[config.mk]
export PLATFORM = sky130hd
export DESIGN_NAME = adc_trigger_timer
export DESIGN_NICKNAME = d
export VERILOG_FILES = /design/src/rtl/adc_trigger_timer.sv
export SDC_FILE = /design/constraint.sdc
export NUM_CORES = 1
export LEC_CHECK = 0
export BUFFER_PORTS_ARGS = -buffer_cell sky130_fd_sc_hd__buf_2
export CELL_PAD_IN_SITES_DETAIL_PLACEMENT = 1
export CELL_PAD_IN_SITES_GLOBAL_PLACEMENT = 1
export CORE_ASPECT_RATIO = 0.75
export CORE_UTILIZATION = 46
export CTS_BUF_LIST = sky130_fd_sc_hd__clkbuf_8
export DETAILED_ROUTE_END_ITERATION = 10
export GPL_ROUTABILITY_DRIVEN = 0
export PLACE_DENSITY_LB_ADDON = 0.1
export SYNTH_ARGS = -nofsm -noshare
export SYNTH_HDL_FRONTEND = slang
export SYNTH_SLANG_ARGS = --single-unit
[constraint.sdc]
create_clock -name clk -period 3.5 [get_ports clk]
set_clock_uncertainty 0.15 [all_clocks]
set_input_delay 0.175 -clock clk [delete_from_list [all_inputs] [get_ports clk]]
set_output_delay 0.175 -clock clk [all_outputs]
set_load 0.05 [all_outputs]
[src/rtl/adc_trigger_timer.sv]
// adc_trigger_timer: centre-aligned triangle carrier that issues one-cycle
// trig_out pulses to the ADC sequencer at selected carrier phases, with
// decimation, overrun counting and an Avalon-MM register interface.
module adc_trigger_timer #(
  parameter int CW   = 16,
  parameter int DECW = 4
) (
  input  logic          clk,
  input  logic          reset_n,
  input  logic          MMS_read,
  input  logic          MMS_write,
  input  logic [2:0]    MMS_address,
  input  logic [31:0]   MMS_writedata,
  output logic [31:0]   MMS_readdata,
  input  logic          seq_busy,
  output logic          trig_out,
  output logic [CW-1:0] carrier_count,
  output logic          carrier_dir
);

  typedef enum logic [1:0] {
    MODE_BOTTOM  = 2'd0,
    MODE_TOP     = 2'd1,
    MODE_BOTH    = 2'd2,
    MODE_CMP_UP  = 2'd3
  } trig_mode_t;

  logic            en;
  trig_mode_t      mode;
  logic [CW-1:0]   period_live;
  logic [CW-1:0]   period_shadow;
  logic [CW-1:0]   cmp_val;
  logic [DECW-1:0] decim;
  logic [DECW-1:0] dec_ctr;
  logic [15:0]     overrun;

  logic          wr_ctrl, wr_period, wr_cmp, wr_decim, wr_overrun;
  logic          next_en;
  logic [CW-1:0] eff_period;
  logic          ev_bottom, ev_top, ev_cmp, qualify, candidate;
  logic          unused_inputs;

  // The read strobe and high write-data bits carry no information here.
  assign unused_inputs = ^{MMS_read, MMS_writedata};

  assign wr_ctrl    = MMS_write && (MMS_address == 3'd0);
  assign wr_period  = MMS_write && (MMS_address == 3'd1);
  assign wr_cmp     = MMS_write && (MMS_address == 3'd2);
  assign wr_decim   = MMS_write && (MMS_address == 3'd3);
  assign wr_overrun = MMS_write && (MMS_address == 3'd4);

  // EN as it will be after this edge; a disabling write suppresses a trigger in flight.
  assign next_en    = wr_ctrl ? MMS_writedata[0] : en;

  // A programmed peak of zero would stall the carrier, so it behaves as one.
  assign eff_period = (period_live == '0) ? CW'(1) : period_live;

  // Event detection on the registered carrier, then mode selection and decimation match.
  always_comb begin
    ev_bottom = en && (carrier_count == '0);
    ev_top    = en && carrier_dir && (carrier_count == eff_period);
    ev_cmp    = en && carrier_dir && (carrier_count == cmp_val) && (cmp_val <= eff_period);
    qualify   = 1'b0;
    case (mode)
      MODE_BOTTOM: qualify = ev_bottom;
      MODE_TOP:    qualify = ev_top;
      MODE_BOTH:   qualify = ev_bottom || ev_top;
      MODE_CMP_UP: qualify = ev_cmp;
      default:     qualify = 1'b0;
    endcase
    candidate = qualify && (dec_ctr == decim);
  end

  // Configuration registers, with the period shadow promoted at the carrier bottom.
  always_ff @(posedge clk or negedge reset_n) begin
    if (!reset_n) begin
      en            <= 1'b0;
      mode          <= MODE_BOTTOM;
      period_live   <= CW'(1);
      period_shadow <= CW'(1);
      cmp_val       <= '0;
      decim         <= '0;
    end else begin
      if (wr_ctrl) begin
        en   <= MMS_writedata[0];
        mode <= trig_mode_t'(MMS_writedata[2:1]);
      end
      if (wr_period)
        period_shadow <= MMS_writedata[CW-1:0];
      if (wr_cmp)
        cmp_val <= MMS_writedata[CW-1:0];
      if (wr_decim)
        decim <= MMS_writedata[DECW-1:0];
      if (!en)
        period_live <= wr_period ? MMS_writedata[CW-1:0] : period_shadow;
      else if (carrier_count == '0)
        period_live <= period_shadow;
    end
  end

  // Triangle carrier: up to the peak, down to zero, folding back if the peak shrank below it.
  always_ff @(posedge clk or negedge reset_n) begin
    if (!reset_n) begin
      carrier_count <= '0;
      carrier_dir   <= 1'b1;
    end else if (!en) begin
      carrier_count <= '0;
      carrier_dir   <= 1'b1;
    end else if (carrier_count == '0) begin
      carrier_count <= CW'(1);
      carrier_dir   <= 1'b1;
    end else if (carrier_count >= eff_period) begin
      carrier_count <= carrier_count - CW'(1);
      carrier_dir   <= 1'b0;
    end else if (carrier_dir) begin
      carrier_count <= carrier_count + CW'(1);
    end else begin
      carrier_count <= carrier_count - CW'(1);
    end
  end

  // Decimation counter advances on every qualifying event and wraps when a candidate fires.
  always_ff @(posedge clk or negedge reset_n) begin
    if (!reset_n)
      dec_ctr <= '0;
    else if (!en || wr_decim)
      dec_ctr <= '0;
    else if (qualify)
      dec_ctr <= candidate ? '0 : dec_ctr + DECW'(1);
  end

  // Fire the trigger when the sequencer is idle, otherwise count a saturating overrun.
  always_ff @(posedge clk or negedge reset_n) begin
    if (!reset_n) begin
      trig_out <= 1'b0;
      overrun  <= '0;
    end else begin
      trig_out <= candidate && !seq_busy && next_en;
      if (wr_overrun)
        overrun <= '0;
      else if (candidate && seq_busy && (overrun != 16'hFFFF))
        overrun <= overrun + 16'd1;
    end
  end

  // Combinational register readback; unused bits and unmapped addresses read zero.
  always_comb begin
    MMS_readdata = '0;
    case (MMS_address)
      3'd0: MMS_readdata[2:0]      = {mode, en};
      3'd1: MMS_readdata[CW-1:0]   = period_shadow;
      3'd2: MMS_readdata[CW-1:0]   = cmp_val;
      3'd3: MMS_readdata[DECW-1:0] = decim;
      3'd4: MMS_readdata[15:0]     = overrun;
      3'd5: begin
        MMS_readdata[CW-1:0] = carrier_count;
        MMS_readdata[16]     = carrier_dir;
        MMS_readdata[17]     = en;
      end
      default: MMS_readdata = '0;
    endcase
  end

endmodule
After elaboration in Yosys (flattened, before gate mapping)
Index checks and enable logic that the tools add are counted.
{ "totals": {"register_bits": 93, "latchBits": 0, "ramBits": 0, "romBits": 0, "out_inout_bits": 50, "word_cells": 78, "n_memories": 0} }
{ "classes": {"add_sub_neg": 4, "multipliers": 0, "div": 0, "n_lt_le_gt_ge": 2, "eq_ne": 14, "n_shift": 0, "mux": 22, "n_bitwise": 0, "n_reduce_logical": 25} }
{ "op_table": {"columns": ["cell", "count"], "rows": [
  ["16-bit two-way mux", 10],
  ["12-bit case mux with 4 select lines", 1],
  ["16-bit by 1-bit adder with 16-bit output, second input constant", 2],
  ["16-bit == test", 2],
  ["16-bit zero test", 2],
  ["3-bit case mux with 6 select lines", 1],
  ["16-bit >= comparator", 1],
  ["16-bit less-or-equal comparator", 1],
  ["16-bit inequality test, second input constant", 1],
  ["16-bit by 1-bit subtractor with 16-bit output, second input constant", 1],
  ["1-bit logical AND", 15],
  ["4-bit two-way mux", 3],
  ["3-bit by 2-bit == test with 1-bit output, second input constant", 2],
  ["3-bit == test, second input constant", 2],
  ["1-bit case mux with 5 select lines", 1],
  ["4-bit by 1-bit adder with 4-bit output, second input constant", 1],
  ["2-bit == test, second input constant", 2],
  ["4-bit == test", 1],
  ["1-bit two-way mux", 4],
  ["1-bit case mux with 4 select lines", 1],
  ["2-bit nonzero test", 2],
  ["3-bit by 1-bit == test with 1-bit output, second input constant", 1],
  ["3-bit zero test", 1],
  ["3-bit by 1-bit inequality test with 1-bit output, second input constant", 1],
  ["6 further kinds", 8]
]} }

Depth between registers and ports, before layout
{ "depth": {"depth_word": 11, "ltp_mapped": 12, "mapped_depth_nobuf": 10} }

Least setup slack after synthesis
OpenSTA, ideal clock, no wires.
{ "synth_timing": {"kind": "reg2reg", "startpoint": "register carrier_count[0]", "endpoint": "register overrun[10]", "setup_ns": 0.078, "arrival_ns": 2.884, "required_ns": 3.272, "slack_ns": 0.388, "path_stages_with_launch": 12, "period_less_slack_ns": 3.112, "cell_sequence": "dfrtp_1 > buf_2 > inv_1 > ha_1 > nand4_1 > nor4_1 > o211a_1 > o221ai_2 > a21o_4 > buf_6 > or4_1 > a21oi_1"} }
{ "synth_via": {"elab_chain_len": 8} }
{ "synth_lines": {"columns": ["item", "line_no", "source"], "rows": [
  ["start, declared", "17", "output logic [CW-1:0] carrier_count,"],
  ["start signal, assigned", "113", "carrier_count <= carrier_count - CW'(1);"],
  ["start signal, assigned", "116", "carrier_count <= carrier_count + CW'(1);"],
  ["start signal, assigned", "118", "carrier_count <= carrier_count - CW'(1);"],
  ["16-bit == test (tied with other cells)", "62", "ev_cmp = en && carrier_dir && (carrier_count == cmp_val) && (cmp_val <= eff_period);"],
  ["1-bit logical AND, on equally long branches", "62, 60, 61", null],
  ["1-bit logical AND / 1-bit logical OR (equally long branches)", "62, 67", null],
  ["1-bit case mux with 4 select lines (*)", "64", "case (mode)"],
  ["1-bit logical AND (*)", "71", "candidate = qualify && (dec_ctr == decim);"],
  ["1-bit logical AND (*) (2 in series)", "141", "else if (candidate && seq_busy && (overrun != 16'hFFFF))"],
  ["2-bit nonzero test (no source line) (*)", null, null],
  ["end signal, assigned", "142", "overrun <= overrun + 16'd1;"],
  ["end, declared", "35", "logic [15:0] overrun;"]
]} }
Mark *: on every way between the ends. The rest lies on a longest branch, timed or not.
A chain may end at the register's enable or synchronous reset.

Worst setup path in the final report
{ "layout_timing": {"startpoint": "register period_live[14]", "endpoint": "register overrun[8]"} }
{ "layout_via": {"elab_chain_len": 10} }
{ "layout_lines": {"columns": ["item", "line_no", "source"], "rows": [
  ["start, declared", "30", "logic [CW-1:0] period_live;"],
  ["start signal, assigned", "95", "period_live <= wr_period ? MMS_writedata[CW-1:0] : period_shadow;"],
  ["start signal, assigned", "97", "period_live <= period_shadow;"],
  ["16-bit zero test", "56", "assign eff_period = (period_live == '0) ? CW'(1) : period_live;"],
  ["16-bit two-way mux (*)", "56", null],
  ["branches (longest 3 deep; another with 16-bit less-or-equal comparator)", null, null],
  ["1-bit case mux with 4 select lines (*)", "64", null],
  ["1-bit logical AND (*)", "71", null],
  ["1-bit logical AND (*) (2 in series)", "141", null],
  ["2-bit nonzero test (no source line) (*)", null, null]
]} }
Mark *: on every way between the ends.

==> results.md <==
* Critical path data arrival time at around 3.5 ns
* Simple-gate share of the synthesized area at 0.191
* Met3 usage at 0.0582
* Die X at between 100 and 150 um
* Overall power at approximately 3700 uW
* Initial antenna violation count at 0
* Hold WC Path Type: in2async
* RSZ-0062 raised after global routing: no
* Met2 global-route usage at 0.494
* Max-slew headroom at 0.541
* Fraction of layout cells with a size suffix above 1 at 0.220
* Post-CTS setup buffers at 0
* Largest net degree at the start of global routing at 48
* Final Hold Fails at 0
* Req. time, crit path at 3.64 ns
* Minimum clock period at roughly 3.3 ns
* Site row count at 36
* H-Tree Level Count at 3
* Adder-Cell Fraction of Synth Area at 0.0769
* Die Ht at just over 100 um
* Tightest Pin Transition at around 0.69 ns
* Top FF cell, synth: dfrtp_1
* Synth Area per Inst at 9.19 um2
* Worst reg2reg setup slack at about 0.17 ns
* Pins Over Slew Limit at 0
* Yosys warning count at 0
* Vias per cell at about 6.3
* DRT Wirelength at ~22 mm
* Final setup fails at 0
* Worst reg2reg startpoint: period_live[14]
* Clk_lat worst skew at between 0.3 and 0.4 ns
* PwrDens at 509 mW/mm2
* DR iter-0 viols at 470
* Buffers on Ports at just under 60
* CP startpoint: period_live[14]
* Final worst slack at between 0.15 and 0.2 ns
* TritonCTS Buffers at 9
* Final ANT Viol Nets at 0
* Worst Setup Start Kind: register
* CTS Sinks at 93
* Fill cells at 1,566
* Max-Cap Viols at 0
* Core ar. at ~0.013 mm2
* DP Worst Slack at -0.216 ns
* Worst VDD drop at around 0.28 mV
* Reg-to-Reg End: overrun[8]
* CP max FO at 35
* Total gr overflow at 0
* CTS tree: yes
* Post-synth ARST share at 1.00
* Syn Inst Count at roughly 700
* Worst setup EP type: register
* Root buffer cell: clkbuf_8
* EDFF count, synth at 0
* Post-DP HPWL at ~16 mm
* Finished Core Util at 0.550
* DR vias at ~5,900
* Vias in the first global route at a little over 6,000
* Initial Util at 0.479
* Synth Area in XOR/XNOR at 0.0290
* Nets at 850
* Dpl cells at roughly 910
* Critical path class: reg2reg
* Die ar. at 0.0143 mm2
* Largest family of logic cells by synthesized area: simple AND/OR/NAND/NOR gates
* Routed len/inst at roughly 23 um
* Clock Pin Slew Worst Setup and Hold Paths at 0.10 ns
* Mux contribution to synthesized area at 0.110
* Register Area at approximately 0.0023 mm2
* First-pass GRT wire length at between 30 and 40 mm
* Drt pass-1 iters at 5
* Ant. Diodes at 0
* Fmax achieved at between 0.3 and 0.4 GHz
* Met1 Usage GRT at 0.467
* Cell Area, Synth at roughly 0.0063 mm2
* Synth Area in Compound Gates at 0.163
* Area occupied by multi-input gates at 0.00371 mm2
* Synth cell types at a little under 60
* Drc violations at 0
* Fin crit share at 0.950
* Leak pwr at between 0.003 and 0.004 uW
* Non-filler instance count after layout at between 900 and 1,000
* Layout area overhead at 14.7%
* Gr usage total at 0.321
* CTS max path bufs at 2
* Yosys reg bits at between 90 and 100
* GRT busiest layer: met2
* Outcome: complete, no violations
* R2r worst-path depth at 9
* Sequential area share after synthesis at 0.367
* Io pins at 90
how the worst max path moves through the flow:
stage | to | slack, ns | cells after the start
2_1_floorplan | overrun[10] | 0.39 | 11
3_3_place_gp | overrun[10] | -0.03 | 10
3_5_place_dp | overrun[8] | -0.22 | 10
4_1_cts | overrun[8] | 0.05 | 10
5_1_grt | overrun[9] | 0.01 | 9
6_report | overrun[8] | 0.17 | 9
per-stage QoR:
step | instance area (um2) | TNS (ns) | hold WS [ns]
final | 7280 | 0 | 0.209
after global routing | 7280 | 0 | 0.279
after CTS | 7260 | 0 | 0.223
after detailed placement | 6890 | -2.60 | 0.0882
after global placement | 6890 | -0.187 | 0.0777
after floorplan | 6400 | 0 | -0.271
logic make-up after synthesis:
family	after synthesis
adders and majority gates	39
muxes	64
buffers and inverters	84
and+or+nand+nor	228
other	1
DFF	93
AOI/OAI and AO/OA	161
xor gates and xnor gates	21
per-layer routing:
metal	vias to the layer above	routed length, um	part of all wire
li1	2696	-	-
met2	201	9890	0.45
met1	3028	10100	0.46
met3	20	1540	0.071
met4	0	238	0.011
met5	-	0	0
final cells by class:
type	instances	area share
clock buffers	9	0.0170
clock inverters	7	0.00791
inverters	30	0.0155
multi-input cells	527	0.510
flip-flops and latches	93	0.320
well taps	171	0.0294
repair buffers	110	0.100
worst max-delay path: stages (launching register included):
cell and delay (ns):
dfrtp_1 0.46, inv_1 0.12, ha_1 0.30, nand4_1 0.29
nor4_4 0.50, o211a_1 0.22, o221ai_2 0.12, a21o_4 0.34
or4_1 0.55, a21oi_1 0.17
power by group:
group | switching [uW] | total [uW] | internal (uW)
registers | 246 | 1520 | 1270
logic | 923 | 1480 | 555
clock network | 435 | 707 | 272
timing repair:
action / in CTS / in global routing
gates resized for setup: 2 / 3
pin swaps: 0 / 2
endpoints found under the hold margin: 94 / 0
hold buffers: 18 / 0
setup endpoints to repair: 18 / 23
cell usage after synthesis, types with 3 or more instances:
library cell / count / area [um2]
a211oi_1: 6 / 45.0
ha_1: 39 / 488
o31ai_1: 14 / 105
and2_1: 4 / 25.0
xnor2_1: 21 / 184
nor2_1: 47 / 176
nand4_1: 18 / 113
mux2i_1: 17 / 170
a21o_1: 5 / 37.5
a21oi_1: 56 / 280
dfstp_2: 3 / 78.8
o21a_1: 9 / 67.6
dfrtp_1: 90 / 2250
buf_4: 15 / 113
nand3_1: 27 / 135
or4_1: 17 / 128
clkbuf_1: 22 / 82.6
o211ai_1: 3 / 22.5
buf_1: 7 / 26.3
buf_2: 9 / 45.0
o22ai_1: 16 / 100
or3_1: 4 / 25.0
nor4_1: 9 / 56.3
nand2_1: 40 / 150
inv_1: 29 / 109
o21ai_0: 19 / 95.1
nor2b_1: 7 / 43.8
nor3_1: 27 / 135
and3_1: 9 / 56.3
a22oi_1: 13 / 97.6
a221oi_1: 4 / 35.0
mux2_2: 47 / 529
nor3b_1: 7 / 52.6
placed cells by master, fill, tap and decap left out, drive strengths merged, types with 12 or more instances in the layout:
| cell type | instances |
|---|---|
| o21ai | 20 |
| nand4 | 18 |
| nand2 | 40 |
| conb | 14 |
| inv | 35 |
| dlygate4sd3 | 18 |
| o22ai | 16 |
| a21oi | 56 |
| mux2i | 17 |
| nor2 | 47 |
| nor3 | 28 |
| xnor2 | 21 |
| dfrtp | 90 |
| buf | 92 |
| mux2 | 47 |
| nor4 | 12 |
| ha | 39 |
| or4 | 17 |
| o31ai | 14 |
| nand3 | 27 |
| a22oi | 13 |
flip-flops by register name (all words and copies together) (netlist names):
name	count
carrier_count	16
carrier_dir	1
cmp_val	16
dec_ctr	4
decim	4
en	1
mode	2
overrun	16
period_live	16
period_shadow	16
trig_out	1
(Power assumes the default switching activity.)
